$ cat config.mk
export PLATFORM = sky130hd
export DESIGN_NAME = alu_nibble_seq_flat
export DESIGN_NICKNAME = d
export VERILOG_FILES = /design/src/rtl/alu_pkg.sv /design/src/rtl/alu_nibble_seq_if.sv /design/src/rtl/ALU4Bit.sv /design/src/rtl/alu_nibble_seq.sv /design/src/flat_wrapper.sv
export SDC_FILE = /design/constraint.sdc
export NUM_CORES = 1
export LEC_CHECK = 0
export CAP_MARGIN = 20
export CORE_AREA = 3 3 78 94
export CTS_CLUSTER_DIAMETER = 200
export DETAILED_ROUTE_END_ITERATION = 6
export DIE_AREA = 0 0 81 97
export PLACE_DENSITY_LB_ADDON = 0.12
export SLEW_MARGIN = 20
export SYNTH_ARGS = -nofsm -noshare
export SYNTH_HDL_FRONTEND = slang
export SYNTH_SLANG_ARGS = --single-unit
export TNS_END_PERCENT = 10
$ cat constraint.sdc
create_clock -name clk -period 5.2 [get_ports clk]
set_input_delay 1.04 -clock clk [delete_from_list [all_inputs] [get_ports clk]]
set_output_delay 1.04 -clock clk [all_outputs]
set_load 0.01 [all_outputs]
$ cat src/rtl/alu_pkg.sv
`default_nettype none
// ============================================================================
// Module      : alu_pkg
// Description : Shared constants for the nibble-serial ALU: op-codes, the
//               sequencer state encoding and the default operand width.
// Revision    : 1.0 - initial release
// ============================================================================
package alu_pkg;

    localparam int c_DEFAULT_WIDTH = 16;

    // Op-codes. Bit 2 selects ~b and doubles as the carry-in of nibble 0,
    // which turns ADD into SUB (a + ~b + 1).
    localparam logic [2:0] c_OP_AND  = 3'b000;
    localparam logic [2:0] c_OP_OR   = 3'b001;
    localparam logic [2:0] c_OP_ADD  = 3'b010;
    localparam logic [2:0] c_OP_RSV  = 3'b011;
    localparam logic [2:0] c_OP_ANDN = 3'b100;
    localparam logic [2:0] c_OP_ORN  = 3'b101;
    localparam logic [2:0] c_OP_SUB  = 3'b110;
    localparam logic [2:0] c_OP_SLT  = 3'b111;

    // Sequencer state encoding
    localparam logic [1:0] c_ST_IDLE = 2'd0;
    localparam logic [1:0] c_ST_RUN  = 2'd1;
    localparam logic [1:0] c_ST_DONE = 2'd2;

    // Ops whose carry/overflow flags are meaningful
    function automatic logic is_arith(input logic [2:0] op);
        return (op == c_OP_ADD) || (op == c_OP_SUB) || (op == c_OP_SLT);
    endfunction

endpackage
`default_nettype wire

$ cat src/rtl/alu_nibble_seq_if.sv
`default_nettype none
// ============================================================================
// Module      : alu_nibble_seq_if
// Description : Request/response bundle of the nibble-serial ALU.
//               master: drives start/op/a/b, observes busy/done/result/flags.
//               slave : the ALU sequencer itself.
// Revision    : 1.0 - initial release
// ============================================================================
interface alu_nibble_seq_if #(
    parameter int WIDTH = alu_pkg::c_DEFAULT_WIDTH
);
    logic             start;
    logic [2:0]       op;
    logic [WIDTH-1:0] a;
    logic [WIDTH-1:0] b;
    logic             busy;
    logic             done;
    logic [WIDTH-1:0] result;
    logic             cout;
    logic             overflow;
    logic             zero;

    modport master (
        output start, op, a, b,
        input  busy, done, result, cout, overflow, zero
    );

    modport slave (
        input  start, op, a, b,
        output busy, done, result, cout, overflow, zero
    );
endinterface
`default_nettype wire

$ cat src/rtl/ALU4Bit.sv
`default_nettype none
// ============================================================================
// Module      : ALU4Bit
// Description : Combinational 4-bit ALU slice.
//               i_op[2] inverts b; i_op[1:0]: 00 AND, 01 OR, 10 ADD, 11 SLT
//               (outputs i_less in bit 0).
//   Ports : i_a, i_b (4b), i_cin, i_less, i_op (3b)
//           o_y (4b), o_cout, o_ovf, o_set (sum msb), o_g, o_p (group G/P)
// Revision    : 1.0 - initial release
// ============================================================================
module ALU4Bit (
    input  wire logic [3:0] i_a,
    input  wire logic [3:0] i_b,
    input  wire logic       i_cin,
    input  wire logic       i_less,
    input  wire logic [2:0] i_op,
    output logic      [3:0] o_y,
    output logic            o_cout,
    output logic            o_ovf,
    output logic            o_set,
    output logic            o_g,
    output logic            o_p
);
    logic [3:0] w_bb;
    logic [4:0] w_sum;
    logic [4:0] w_gen;
    logic       w_c3;

    assign w_bb  = i_op[2] ? ~i_b : i_b;
    assign w_sum = {1'b0, i_a} + {1'b0, w_bb} + {4'b0000, i_cin};
    assign w_gen = {1'b0, i_a} + {1'b0, w_bb};

    // Carry into bit 3 recovered from the sum bit: c3 = a3 ^ b3 ^ s3
    assign w_c3   = i_a[3] ^ w_bb[3] ^ w_sum[3];
    assign o_cout = w_sum[4];
    assign o_ovf  = w_c3 ^ w_sum[4];
    assign o_set  = w_sum[3];
    assign o_g    = w_gen[4];
    assign o_p    = &(i_a ^ w_bb);

    always_comb begin
        o_y = 4'h0;
        case (i_op[1:0])
            2'b00:   o_y = i_a & w_bb;
            2'b01:   o_y = i_a | w_bb;
            2'b10:   o_y = w_sum[3:0];
            default: o_y = {3'b000, i_less};
        endcase
    end
endmodule
`default_nettype wire

$ cat src/rtl/alu_nibble_seq.sv
`default_nettype none
// ============================================================================
// Module      : alu_nibble_seq
// Description : WIDTH-bit ALU computed serially, one nibble per cycle, through
//               a single ALU4Bit slice. IDLE -> RUN (NIBBLES cycles) -> DONE.
//   Ports : clk, reset (sync, active-high)
//           bus (alu_nibble_seq_if.slave): start, op, a, b in;
//           busy, done, result, cout, overflow, zero out (all registered)
// Revision    : 1.0 - initial release
// ============================================================================
module alu_nibble_seq
    import alu_pkg::*;
#(
    parameter int WIDTH   = c_DEFAULT_WIDTH,
    parameter int NIBBLES = WIDTH / 4
) (
    input  wire logic         clk,
    input  wire logic         reset,
    alu_nibble_seq_if.slave   bus
);
    localparam int             c_CW   = (NIBBLES > 1) ? $clog2(NIBBLES) : 1;
    localparam logic [c_CW-1:0] c_LAST = c_CW'(NIBBLES - 1);

    logic [1:0]       r_state;
    logic [c_CW-1:0]  r_cnt;
    logic [WIDTH-1:0] r_a;       // shifts right one nibble per RUN cycle
    logic [WIDTH-1:0] r_b;
    logic [2:0]       r_op;
    logic             r_carry;
    logic [WIDTH-1:0] r_shadow;  // nibbles enter at the top, shift down
    logic             r_busy;
    logic             r_done;
    logic [WIDTH-1:0] r_result;
    logic             r_cout;
    logic             r_overflow;
    logic             r_zero;

    logic [2:0]       w_slice_op;
    logic [3:0]       w_y;
    logic             w_cout;
    logic             w_ovf;
    logic             w_unused_set;
    logic             w_unused_g;
    logic             w_unused_p;
    logic [WIDTH-1:0] w_final;
    logic             w_arith;

    // SLT is carried out as a subtraction; its result is formed at the end
    assign w_slice_op = (r_op == c_OP_SLT) ? c_OP_SUB : r_op;

    ALU4Bit u_slice (
        .i_a    (r_a[3:0]),
        .i_b    (r_b[3:0]),
        .i_cin  (r_carry),
        .i_less (1'b0),
        .i_op   (w_slice_op),
        .o_y    (w_y),
        .o_cout (w_cout),
        .o_ovf  (w_ovf),
        .o_set  (w_unused_set),
        .o_g    (w_unused_g),
        .o_p    (w_unused_p)
    );

    assign w_arith = is_arith(r_op);

    // Final result as it will be after the top nibble is captured
    always_comb begin
        w_final = {w_y, r_shadow[WIDTH-1:4]};
        if (r_op == c_OP_SLT) begin
            w_final = {{(WIDTH-1){1'b0}}, w_y[3] ^ w_ovf};
        end else if (r_op == c_OP_RSV) begin
            w_final = '0;
        end
    end

    always_ff @(posedge clk) begin
        if (reset) begin
            r_state    <= c_ST_IDLE;
            r_cnt      <= '0;
            r_a        <= '0;
            r_b        <= '0;
            r_op       <= c_OP_AND;
            r_carry    <= 1'b0;
            r_shadow   <= '0;
            r_busy     <= 1'b0;
            r_done     <= 1'b0;
            r_result   <= '0;
            r_cout     <= 1'b0;
            r_overflow <= 1'b0;
            r_zero     <= 1'b0;
        end else begin
            case (r_state)
                c_ST_RUN: begin
                    r_carry  <= w_cout;
                    r_a      <= r_a >> 4;
                    r_b      <= r_b >> 4;
                    r_shadow <= {w_y, r_shadow[WIDTH-1:4]};
                    r_cnt    <= r_cnt + c_CW'(1);
                    if (r_cnt == c_LAST) begin
                        r_state    <= c_ST_DONE;
                        r_busy     <= 1'b0;
                        r_done     <= 1'b1;
                        r_result   <= w_final;
                        r_cout     <= w_arith & w_cout;
                        r_overflow <= w_arith & w_ovf;
                        r_zero     <= (w_final == '0);
                    end
                end
                default: begin
                    // IDLE and DONE are both ready states
                    r_done <= 1'b0;
                    if (bus.start) begin
                        r_state <= c_ST_RUN;
                        r_busy  <= 1'b1;
                        r_a     <= bus.a;
                        r_b     <= bus.b;
                        r_op    <= bus.op;
                        r_carry <= bus.op[2];
                        r_cnt   <= '0;
                    end else begin
                        r_state <= c_ST_IDLE;
                        r_busy  <= 1'b0;
                    end
                end
            endcase
        end
    end

    assign bus.busy     = r_busy;
    assign bus.done     = r_done;
    assign bus.result   = r_result;
    assign bus.cout     = r_cout;
    assign bus.overflow = r_overflow;
    assign bus.zero     = r_zero;

endmodule
`default_nettype wire
$ cat src/flat_wrapper.sv
// flat-port wrapper written by rule: the top's interface ports become plain ports
module alu_nibble_seq_flat import alu_pkg::*;
#(
    parameter int WIDTH   = c_DEFAULT_WIDTH,
    parameter int NIBBLES = WIDTH / 4
)
  (clk, reset, bus_start, bus_op, bus_a, bus_b, bus_busy, bus_done, bus_result, bus_cout, bus_overflow, bus_zero);
  alu_nibble_seq_if #(.WIDTH(WIDTH)) bus_i ();
  input  wire logic clk;
  input  wire logic reset;
  input wire logic [$bits(bus_i.start)-1:0] bus_start;
  input wire logic [$bits(bus_i.op)-1:0] bus_op;
  input wire logic [$bits(bus_i.a)-1:0] bus_a;
  input wire logic [$bits(bus_i.b)-1:0] bus_b;
  output wire logic [$bits(bus_i.busy)-1:0] bus_busy;
  output wire logic [$bits(bus_i.done)-1:0] bus_done;
  output wire logic [$bits(bus_i.result)-1:0] bus_result;
  output wire logic [$bits(bus_i.cout)-1:0] bus_cout;
  output wire logic [$bits(bus_i.overflow)-1:0] bus_overflow;
  output wire logic [$bits(bus_i.zero)-1:0] bus_zero;
  assign bus_i.start = bus_start;
  assign bus_i.op = bus_op;
  assign bus_i.a = bus_a;
  assign bus_i.b = bus_b;
  assign bus_busy = bus_i.busy;
  assign bus_done = bus_i.done;
  assign bus_result = bus_i.result;
  assign bus_cout = bus_i.cout;
  assign bus_overflow = bus_i.overflow;
  assign bus_zero = bus_i.zero;
  alu_nibble_seq #(.WIDTH(WIDTH), .NIBBLES(NIBBLES)) u_core (.clk(clk), .reset(reset), .bus(bus_i));
endmodule
# ---- After elaboration in Yosys (flattened, before gate mapping)
# Index checks and enable logic that the tools add are counted.
dict set report op_classes {
  n_shift 0
  div_mod_pow 0
  n_addsub 3
  n_mux 19
  n_mul 0
  reduce_logical 9
  order_cmp 0
  n_bitwise 10
  eq_ne 9
}
# cell count
set op_table {}
lappend op_table {{$mux 12} 4}
lappend op_table {{$mux 16} 2}
lappend op_table {{$logic_not 16->1} 1}
lappend op_table {{$pmux 4 s3} 1}
lappend op_table {{$mux 2} 4}
lappend op_table {{$eq 3x2->1 const B} 2}
lappend op_table {{$eq 3x3->1 const B} 2}
lappend op_table {{$mux 1} 6}
lappend op_table {{$add 4x4->5} 1}
lappend op_table {{$add 5x1->5} 1}
lappend op_table {{$and 4x4->4} 1}
lappend op_table {{$eq 2x1->1 const B} 2}
lappend op_table {{$eq 2x2->1 const B} 2}
lappend op_table {{$mux 4} 1}
lappend op_table {{$not 4->4} 1}
lappend op_table {{$or 4x4->4} 1}
lappend op_table {{$reduce_and 2->1} 2}
lappend op_table {{$reduce_or 2->1} 2}
lappend op_table {{$xor 1x1->1} 4}
lappend op_table {{$mux 3} 1}
lappend op_table {{$add 2x1->2 const B} 1}
lappend op_table {{$and 1x1->1} 2}
lappend op_table {{$logic_not 2->1} 1}
lappend op_table {{$logic_or 1x1->1} 2}
lappend op_table {{3 further kinds} 3}
dict set report word_totals {
  ramBits 0
  input_bits 38
  latch_bits 0
  reg_bits 77
  word_cells 65
  memories 0
  romBits 0
}

# ---- Depth between registers and ports, before layout
# Gate-level depths: netlist of run 1.
dict set report depth {
  ltp_word 10
  ltp_mapped 11
}

# ---- By module
# A second synthesis of run 1 with hierarchy kept.
dict set report unflattened {
  hier_cells 353
  hier_area_um2 3395.8
}
# mod seq_area_each_um2 cells_per_inst area_per_inst_um2 n_inst
set by_module_without_submodules {}
lappend by_module_without_submodules {alu_nibble_seq 1441.4 294 2912.8 1}
lappend by_module_without_submodules {ALU4Bit 0.0 59 483.0 1}

# ---- Least setup slack after synthesis of run 1
# Ideal clock, no wire load.
dict set report synth_timing {
  kind {reg-to-reg}
  from {reg u_core.r_op[2]}
  to {reg u_core.r_zero (netlist: u_core.bus.zero)}
  synth_period_minus_slack_ns 2.719
  arrival_time_ns 2.601
  stages_incl_launch_ff 12
  path_slack_ns 2.481
  required_ns 5.083
  cell_sequence {dfxtp_1 -> buf_4 -> xor2_1 -> inv_1 -> fa_1 -> inv_1 -> fa_1 -> a21o_1 -> a21oi_1 -> nor3_1 -> or4b_4 -> a32o_1}
}
dict set report synth_via {
  elab_chain_cells 10
  elab_cells_between_ends 19
  cone_classes {add/sub: 2; eq/ne: 4; mux: 5; bitwise: 6; reduce/logical: 2}
}
# element line
set synth_rtl {}
lappend synth_rtl {{start, declared} alu_nibble_seq.sv:28} ;# logic [2:0] r_op;
lappend synth_rtl {{start signal, assigned} alu_nibble_seq.sv:83} ;# r_op <= c_OP_AND;
lappend synth_rtl {{start signal, assigned} alu_nibble_seq.sv:118} ;# r_op <= bus.op;
lappend synth_rtl {{$eq 3x3->1} {alu_nibble_seq.sv:49, alu_nibble_seq.sv:70}}
lappend synth_rtl {{$mux 3} alu_nibble_seq.sv:49} ;# assign w_slice_op = (r_op == c_OP_SLT) ? c_OP_SUB : r_op;
lappend synth_rtl {{$mux 4} ALU4Bit.sv:29} ;# assign w_bb = i_op[2] ? ~i_b : i_b;
lappend synth_rtl {{$add 4x4->5} -}
lappend synth_rtl {{$add 5x1->5} ALU4Bit.sv:30} ;# assign w_sum = {1'b0, i_a} + {1'b0, w_bb} + {4'b0000, i_cin};
lappend synth_rtl {{$xor 1x1->1} ALU4Bit.sv:34} ;# assign w_c3 = i_a[3] ^ w_bb[3] ^ w_sum[3];
lappend synth_rtl {{$xor 1x1->1} ALU4Bit.sv:36} ;# assign o_ovf = w_c3 ^ w_sum[4];
lappend synth_rtl {{$xor 1x1->1} alu_nibble_seq.sv:71} ;# w_final = {{(WIDTH-1){1'b0}}, w_y[3] ^ w_ovf};
lappend synth_rtl {{$mux 16 (*)} alu_nibble_seq.sv:70} ;# if (r_op == c_OP_SLT) begin
lappend synth_rtl {{$logic_not 16->1 (*)} alu_nibble_seq.sv:107} ;# r_zero <= (w_final == '0);
lappend synth_rtl {{end signal, assigned} alu_nibble_seq.sv:107}
lappend synth_rtl {{end, declared} alu_nibble_seq.sv:36} ;# logic r_zero;
# Mark *: on every way between the ends. The rest lies on a longest branch, timed or not.
# A chain may end at the register's enable or synchronous reset.

# ---- Final worst setup path of run 1
# Ends and elaborated chain as after synthesis.

==> summary.md, run 1 <==
| Metric | Value |
|---|---|
| N_diodes | `0` |
| Max Fclk | `0.327 GHz` |
| Slowest library cell on the worst path | `dfxtp_1` |
| Iter 0 DRT Violations | `126` |
| Syn-to-layout area delta | `24.9%` |
| TNS Setup | `0 ns` |
| Die width | `81 µm` |
| Mapped cell area | `3200 µm²` |
| Initial antenna violation count | `0` |
| Final worst slack | `2.14 ns` |
| Register area share after synthesis | `between 40% and 50%` |
| I/O pin count | `59` |
| Critical path class | `reg -> reg` |
| Pre-CTS WS | `2.22 ns` |
| Pleak | `0.00160 µW` |
| VDD IR max | `0.190 mV` |
| Die Area | `roughly 7900 µm²` |
| Critical path peak fanout | `8` |
| Minimum clock period | `3.06 ns` |
| CTS Buf Count | `9` |
| Layout Nets | `449` |
| Post-Layout Cell Count | `about 490` |
| Post-synth cell types | `40` |
| Most area-hungry cell type in the Yosys netlist | `dfxtp_1` |
| Final hold violations | `0` |
| Multi-input logic area | `1600 µm²` |
| Synthesized flop and latch total | `72` |
| Commonest non-fill, non-tap cells in the layout | `dfxtp_1 (72), clkdlybuf4s50_1 (56), nor2_1 (47)` |
| First-pass GRT wire length | `11400 µm` |
| Final period util | `approximately three fifths` |
| Slew HR | `between 20% and 30%` |
| Post-CTS resize count | `0` |
| Syn Inst Count | `357` |
| Pin count of the biggest net entering global routing | `55` |
| Critical Path End Type | `flop` |
| # rows | `32` |
| RSZ-0062 raised after global routing | `false` |
| Register area | `1440 µm²` |
| CP required | `5.43 ns` |
| Global Route Usage Sum | `18.7%` |
| Ys flop type | `dfxtp_1` |
| Htree depth | `3` |
| Max-Cap Viols | `0` |
| Slew Limit Fails | `0` |
| Fin Hold WS | `about 0.45 ns` |
| Commonest non-fill, non-tap cell in the layout | `dfxtp_1` |
| Fillers | `607` |
| Vias | `2596` |
| Detailed placement HPWL | `4860 µm` |
| Clock skew | `~0.013 ns` |
| Post CTS Setup Buffer Count | `0` |
| Run status | `finished clean` |
| Clk slew on worst S/H paths | `0.07 ns` |
| Pwr Density | `314 nW/µm²` |
| Die height | `97 µm` |
| Post-synth EDFFs | `0` |
| Crit-path cells | `xor2_1 -> inv_1 -> fa_1 -> inv_1 -> fa_1 -> a21o_1 -> a21oi_1 -> nor3_1 -> or4b_4 -> a32o_1` |
| Overall power | `1250 µW` |
| DR WL/cell | `roughly 14 µm` |
| Layout cell share with drive strength beyond 1 | `between 6 and 7%` |
| CP startpoint kind | `flop` |
| GPL Wtd Cong | `0.851` |
| CP peak stage delay | `0.54 ns` |
| Vias in the first global route | `2415` |
| Asr flop ratio synth | `0%` |
| Cells after DPL | `474` |
| Worst Max-Slew Pin Slew | `1.07 ns` |
| Net Count, Synth | `between 400 and 500` |
| Ys Warns | `0` |
| Core Footprint | `approximately 6500 µm²` |
| # setup viols final | `0` |
| Worst-Skew Late Latency | `0.35 ns` |
| CP top delay family | `compound AO/OA/AOI/OAI gates` |
| Clock sink total | `between 70 and 80` |
| Yosys top cell area share | `45.1%` |
| Final ANT Viol Nets | `0` |
| Crit path buf inv count | `2` |
| Vias per inst | `5.31` |
| TritonRoute pass-1 iters | `4` |
| CTS root buffer | `clkbuf_8` |
| Grt ovf | `0` |
| PortBufs | `58` |
| Drt drc | `0` |
| Initial core utilization | `49.3%` |
| Hold WC Path Type | `reg -> reg` |
| Final wirelength | `between 6000 and 7000 µm` |
| Max Buffers Root-to-Sink | `2` |
| Synth top area cells | `dfxtp_1 (45%), mux2i_1 (10%), a211oi_1 (6.6%), nor2_1 (5.5%), a21oi_1 (4.5%)` |
| CP arrival | `between 3 and 4 ns` |
| CTS Hold Bufs | `0` |
| CTS tree | `built` |
| Synthesized area per cell | `8.96 µm²` |
where the power goes:
group	internal (µW)	switching, µW
clock network	283	202
logic	81.0	89.5
registers	577	21.5
sequential cells by signal (all words and copies together), names as in the netlist:
name / cells
u_core.bus.cout: 1
u_core.bus.done: 1
u_core.bus.overflow: 1
u_core.bus.result: 16
u_core.bus.zero: 1
u_core.r_a: 16
u_core.r_b: 16
u_core.r_carry: 1
u_core.r_cnt: 2
u_core.r_op: 3
u_core.r_shadow: 12
u_core.r_state: 2
worst min-delay path, stage by stage (launching register included):
cell,delay [ns]
dfxtp_1,0.31
nand2_1,0.05
a21oi_1,0.05
path summary, 6_finish.rpt:
path,startpoint,depth (start not counted),endpoint,slack (ns)
max reg2reg,u_core.r_op[2],10,u_core.bus.zero,2.14
max,u_core.r_op[2],10,u_core.bus.zero,2.14
min,u_core.bus.overflow,2,u_core.bus.overflow,0.45
min reg2reg,u_core.bus.overflow,2,u_core.bus.overflow,0.45
cell families (layout without fill, tap and decap cells):
kind of cell / count (synthesis) / after routing / share of synthesized area, %
XOR/XNOR: 7 / 7 / 1.92
flip-flops: 72 / 72 / 45.1
AO/OA/AOI/OAI: 81 / 81 / 17.4
buffers and inverters: 41 / 88 / 5.24
multiplexers: 32 / 32 / 10.0
adder cells (fa/ha/maj): 11 / 11 / 4.77
AND/OR/NAND/NOR: 113 / 113 / 15.6
stage by stage:
step / area (µm²) / utilization, %
2_1_floorplan: 3200 / -
3_3_place_gp: 3770 / 58.2
3_5_place_dp: 3770 / 58.2
4_1_cts: 3990 / 61.6
5_1_grt: 4000 / 61.6
6_report: 4000 / 61.6
per-layer routing:
| layer | GRT usage, % | part of all wire (%) | vias to the layer above |
|---|---|---|---|
| met2 | 29.8 | 49 | 75 |
| met5 | 0 | 0 | - |
| met4 | 6.37 | 1.2 | 0 |
| met3 | 6.80 | 6.1 | 7 |
| met1 | 23.0 | 43 | 1190 |
| li1 | - | - | 1324 |
synth_stat cells (4+ instances only):
master and instances:
mux2i_1 32, a211oi_1 28, inv_1 12, ha_1 9, nand3_1 10, nor2_1 47, nor3_1 6, a22o_1 7
dfxtp_1 72, a21oi_1 29, xor2_1 6, nand2_1 35, clkbuf_1 20, buf_1 4, o21ai_0 6
cell type report:
class | count | area share (%)
clock buffer | 11 | 3.54
multi-input combinational | 244 | 39.9
timing repair buffer | 60 | 14.7
sequential | 72 | 36.1
inverter | 13 | 1.22
tap | 85 | 2.66
clock inverter | 4 | 1.94
(Power assumes the default switching activity.)
==> run 2: changes to the inputs <==
- CORE_AREA: 3 3 78 94 -> 3 3 80 97
- DIE_AREA: 0 0 81 97 -> 0 0 83 100
- clock period: 5.2 -> 2.7 ns (I/O delays scaled with it)
==> run 2 against run 1 <==
Effect of this change:
- clock power increased by 60%
- power increased by 82%
- fmax increased by 17%
- critical path depth increased by 1
- die area increased by 5.6%
- sequential power increased by 92%
- sequential share of layout area decreased by 0.36 points
==> summary.md, run 2 (synthesis gave the netlist of run 1 again) <==
| Metric | Value |
|---|---|
| Worst-Skew Late Latency | `0.34 ns (about the same)` |
| Clock skew | `0.00929 ns (-0.00373 ns)` |
| CTS tree | `built` |
| Post CTS Setup Buffer Count | `0 (unchanged)` |
| Final ANT Viol Nets | `0 (unchanged)` |
| DR WL/cell | `14.0 µm (-0.14%)` |
| Critical path peak fanout | `3 (-5)` |
| Initial core utilization | `46.7% (-2.6 points)` |
| Iter 0 DRT Violations | `113 (-10%)` |
| N_diodes | `0 (unchanged)` |
| CTS Buf Count | `9 (unchanged)` |
| Commonest non-fill, non-tap cell in the layout | `dfxtp_1` |
| Pre-CTS WS | `0.0686 ns (-2.16 ns)` |
| Minimum clock period | `2.61 ns (-0.455 ns)` |
| Final hold violations | `0 (unchanged)` |
| Clk slew on worst S/H paths | `0.08 ns (about the same)` |
| CP required | `2.93 ns (-2.50 ns)` |
| Hold WC Path Type | `reg -> reg` |
| # setup viols final | `0 (unchanged)` |
| Pleak | `0.00162 µW (+1.6%)` |
| Fin Hold WS | `0.452 ns (+0.00218 ns)` |
| Commonest non-fill, non-tap cells in the layout | `dfxtp_1 (70), clkdlybuf4s50_1 (56), nor2_1 (47)` |
| Post-CTS resize count | `0 (unchanged)` |
| Clock sink total | `72 (unchanged)` |
| Vias per inst | `5.26 (-0.99%)` |
| Max Fclk | `0.384 GHz (+17%)` |
| Pwr Density | `563 nW/µm² (+79%)` |
| Worst setup path startpoint | `u_core.r_b[0]` |
| First-pass GRT wire length | `11600 µm (+1.7%)` |
| Die height | `100 µm (+3.1%)` |
| Drt drc | `0 (unchanged)` |
| Slew Limit Fails | `0 (unchanged)` |
| Hold_sp | `u_core.bus.result[8]` |
| Htree depth | `3 (unchanged)` |
| Worst Max-Slew Pin Slew | `0.739 ns (-0.332 ns)` |
| Die Area | `8300 µm² (+5.6%)` |
| Run status | `finished clean` |
| Initial antenna violation count | `0 (unchanged)` |
| CTS Hold Bufs | `0 (unchanged)` |
| Core Footprint | `6850 µm² (+5.7%)` |
| VDD IR max | `0.331 mV (+74%)` |
| Max Buffers Root-to-Sink | `2 (unchanged)` |
| Layout cell share with drive strength beyond 1 | `10.4% (+3.7 points)` |
| I/O pin count | `59 (unchanged)` |
| Syn-to-layout area delta | `26.4%` |
| Global Route Usage Sum | `17.1% (-1.6 points)` |
| TNS Setup | `0 ns (unchanged)` |
| Fillers | `647 (+6.6%)` |
| Detailed placement HPWL | `5150 µm (+5.9%)` |
| Vias | `2628 (+1.2%)` |
| Grt ovf | `0 (unchanged)` |
| CP startpoint kind | `flop` |
| Critical R2R Launch | `u_core.r_b[0]` |
| Critical path class | `reg -> reg` |
| Vias in the first global route | `2497 (+3.4%)` |
| Pin count of the biggest net entering global routing | `41 (-25%)` |
| Critical Path End Type | `flop` |
| Die width | `83 µm (+2.5%)` |
| Final wirelength | `7020 µm (+2.1%)` |
| CTS root buffer | `clkbuf_8` |
| PortBufs | `58 (unchanged)` |
| GPL Wtd Cong | `0.827 (-2.7%)` |
| Max-Cap Viols | `0 (unchanged)` |
| # rows | `33 (+3.1%)` |
| Final worst slack | `0.0940 ns (-2.05 ns)` |
| TritonRoute pass-1 iters | `4 (unchanged)` |
| CP arrival | `2.84 ns (-0.45 ns)` |
| Layout Nets | `457 (+1.8%)` |
| Final period util | `96.5% (+38 points)` |
| Slew HR | `50.7% (+22 points)` |
run 2: cell types whose count changed in the layout (fill, tap and decap cells not counted), moves of 2 or more:
cell	before	now
buf_4	2	10
clkinv_2	0	3
bufinv_16	2	0
dfxtp_1	72	70
dfxtp_2	0	2
fa_1	2	0
fa_2	0	2
run 2: worst paths after layout:
check                         endpoint  slack [ns]  depth (start not counted)
hold reg to reg   u_core.bus.result[8]        0.45                          2
setup reg to reg       u_core.bus.zero        0.09                         11
hold / removal    u_core.bus.result[8]        0.45                          2
setup / recovery       u_core.bus.zero        0.09                         11
run 2: cell type report:
cell class | count | area (µm²) | share of cell area, %
clock buffer | 11 | 151 | 3.74
multi-input combinational | 244 | 1610 | 39.9
clock inverter | 5 | 31.3 | 0.774
sequential | 72 | 1440 | 35.7
tap | 87 | 109 | 2.69
timing repair buffer | 68 | 646 | 16.0
inverter | 13 | 48.8 | 1.21
run 2: stage by stage:
step | instances | power, µW | utilization [%] | area [µm²]
final | 500 | 2280 | 59.0 | 4040
after global routing | 500 | 2390 | 59.0 | 4040
after CTS | 500 | 2290 | 58.7 | 4020
after detailed placement | 484 | 1520 | 56.0 | 3840
after global placement | 484 | 1510 | 56.0 | 3840
after floorplan | 357 | 1400 | - | 3200
run 2: layer usage:
layer | up-vias | global-route usage, % | part of all wire (%)
met3 | 13 | 3.53 | 4.2
met2 | 70 | 29.9 | 49
met4 | 0 | 7.42 | 1.8
li1 | 1344 | - | -
met1 | 1201 | 20.4 | 45
met5 | - | 0 | 0
run 2: report_power, final:
part | total (µW) | leakage [µW] | switching, µW | internal, µW
clock | 778 | 0.0000951 | 398 | 380
sequential | 1150 | 0.000589 | 40.2 | 1110
combinational | 348 | 0.000939 | 180 | 168
run 2: worst max-delay path: stages, from the launching register on:
cell and delay [ns]:
dfxtp_2 0.34, xor2_1 0.21, inv_1 0.12, fa_2 0.40, inv_1 0.09, fa_2 0.21, a21o_1 0.14, a21oi_2 0.07
buf_4 0.15, o21ai_0 0.06, or4b_4 0.49, a32o_1 0.23
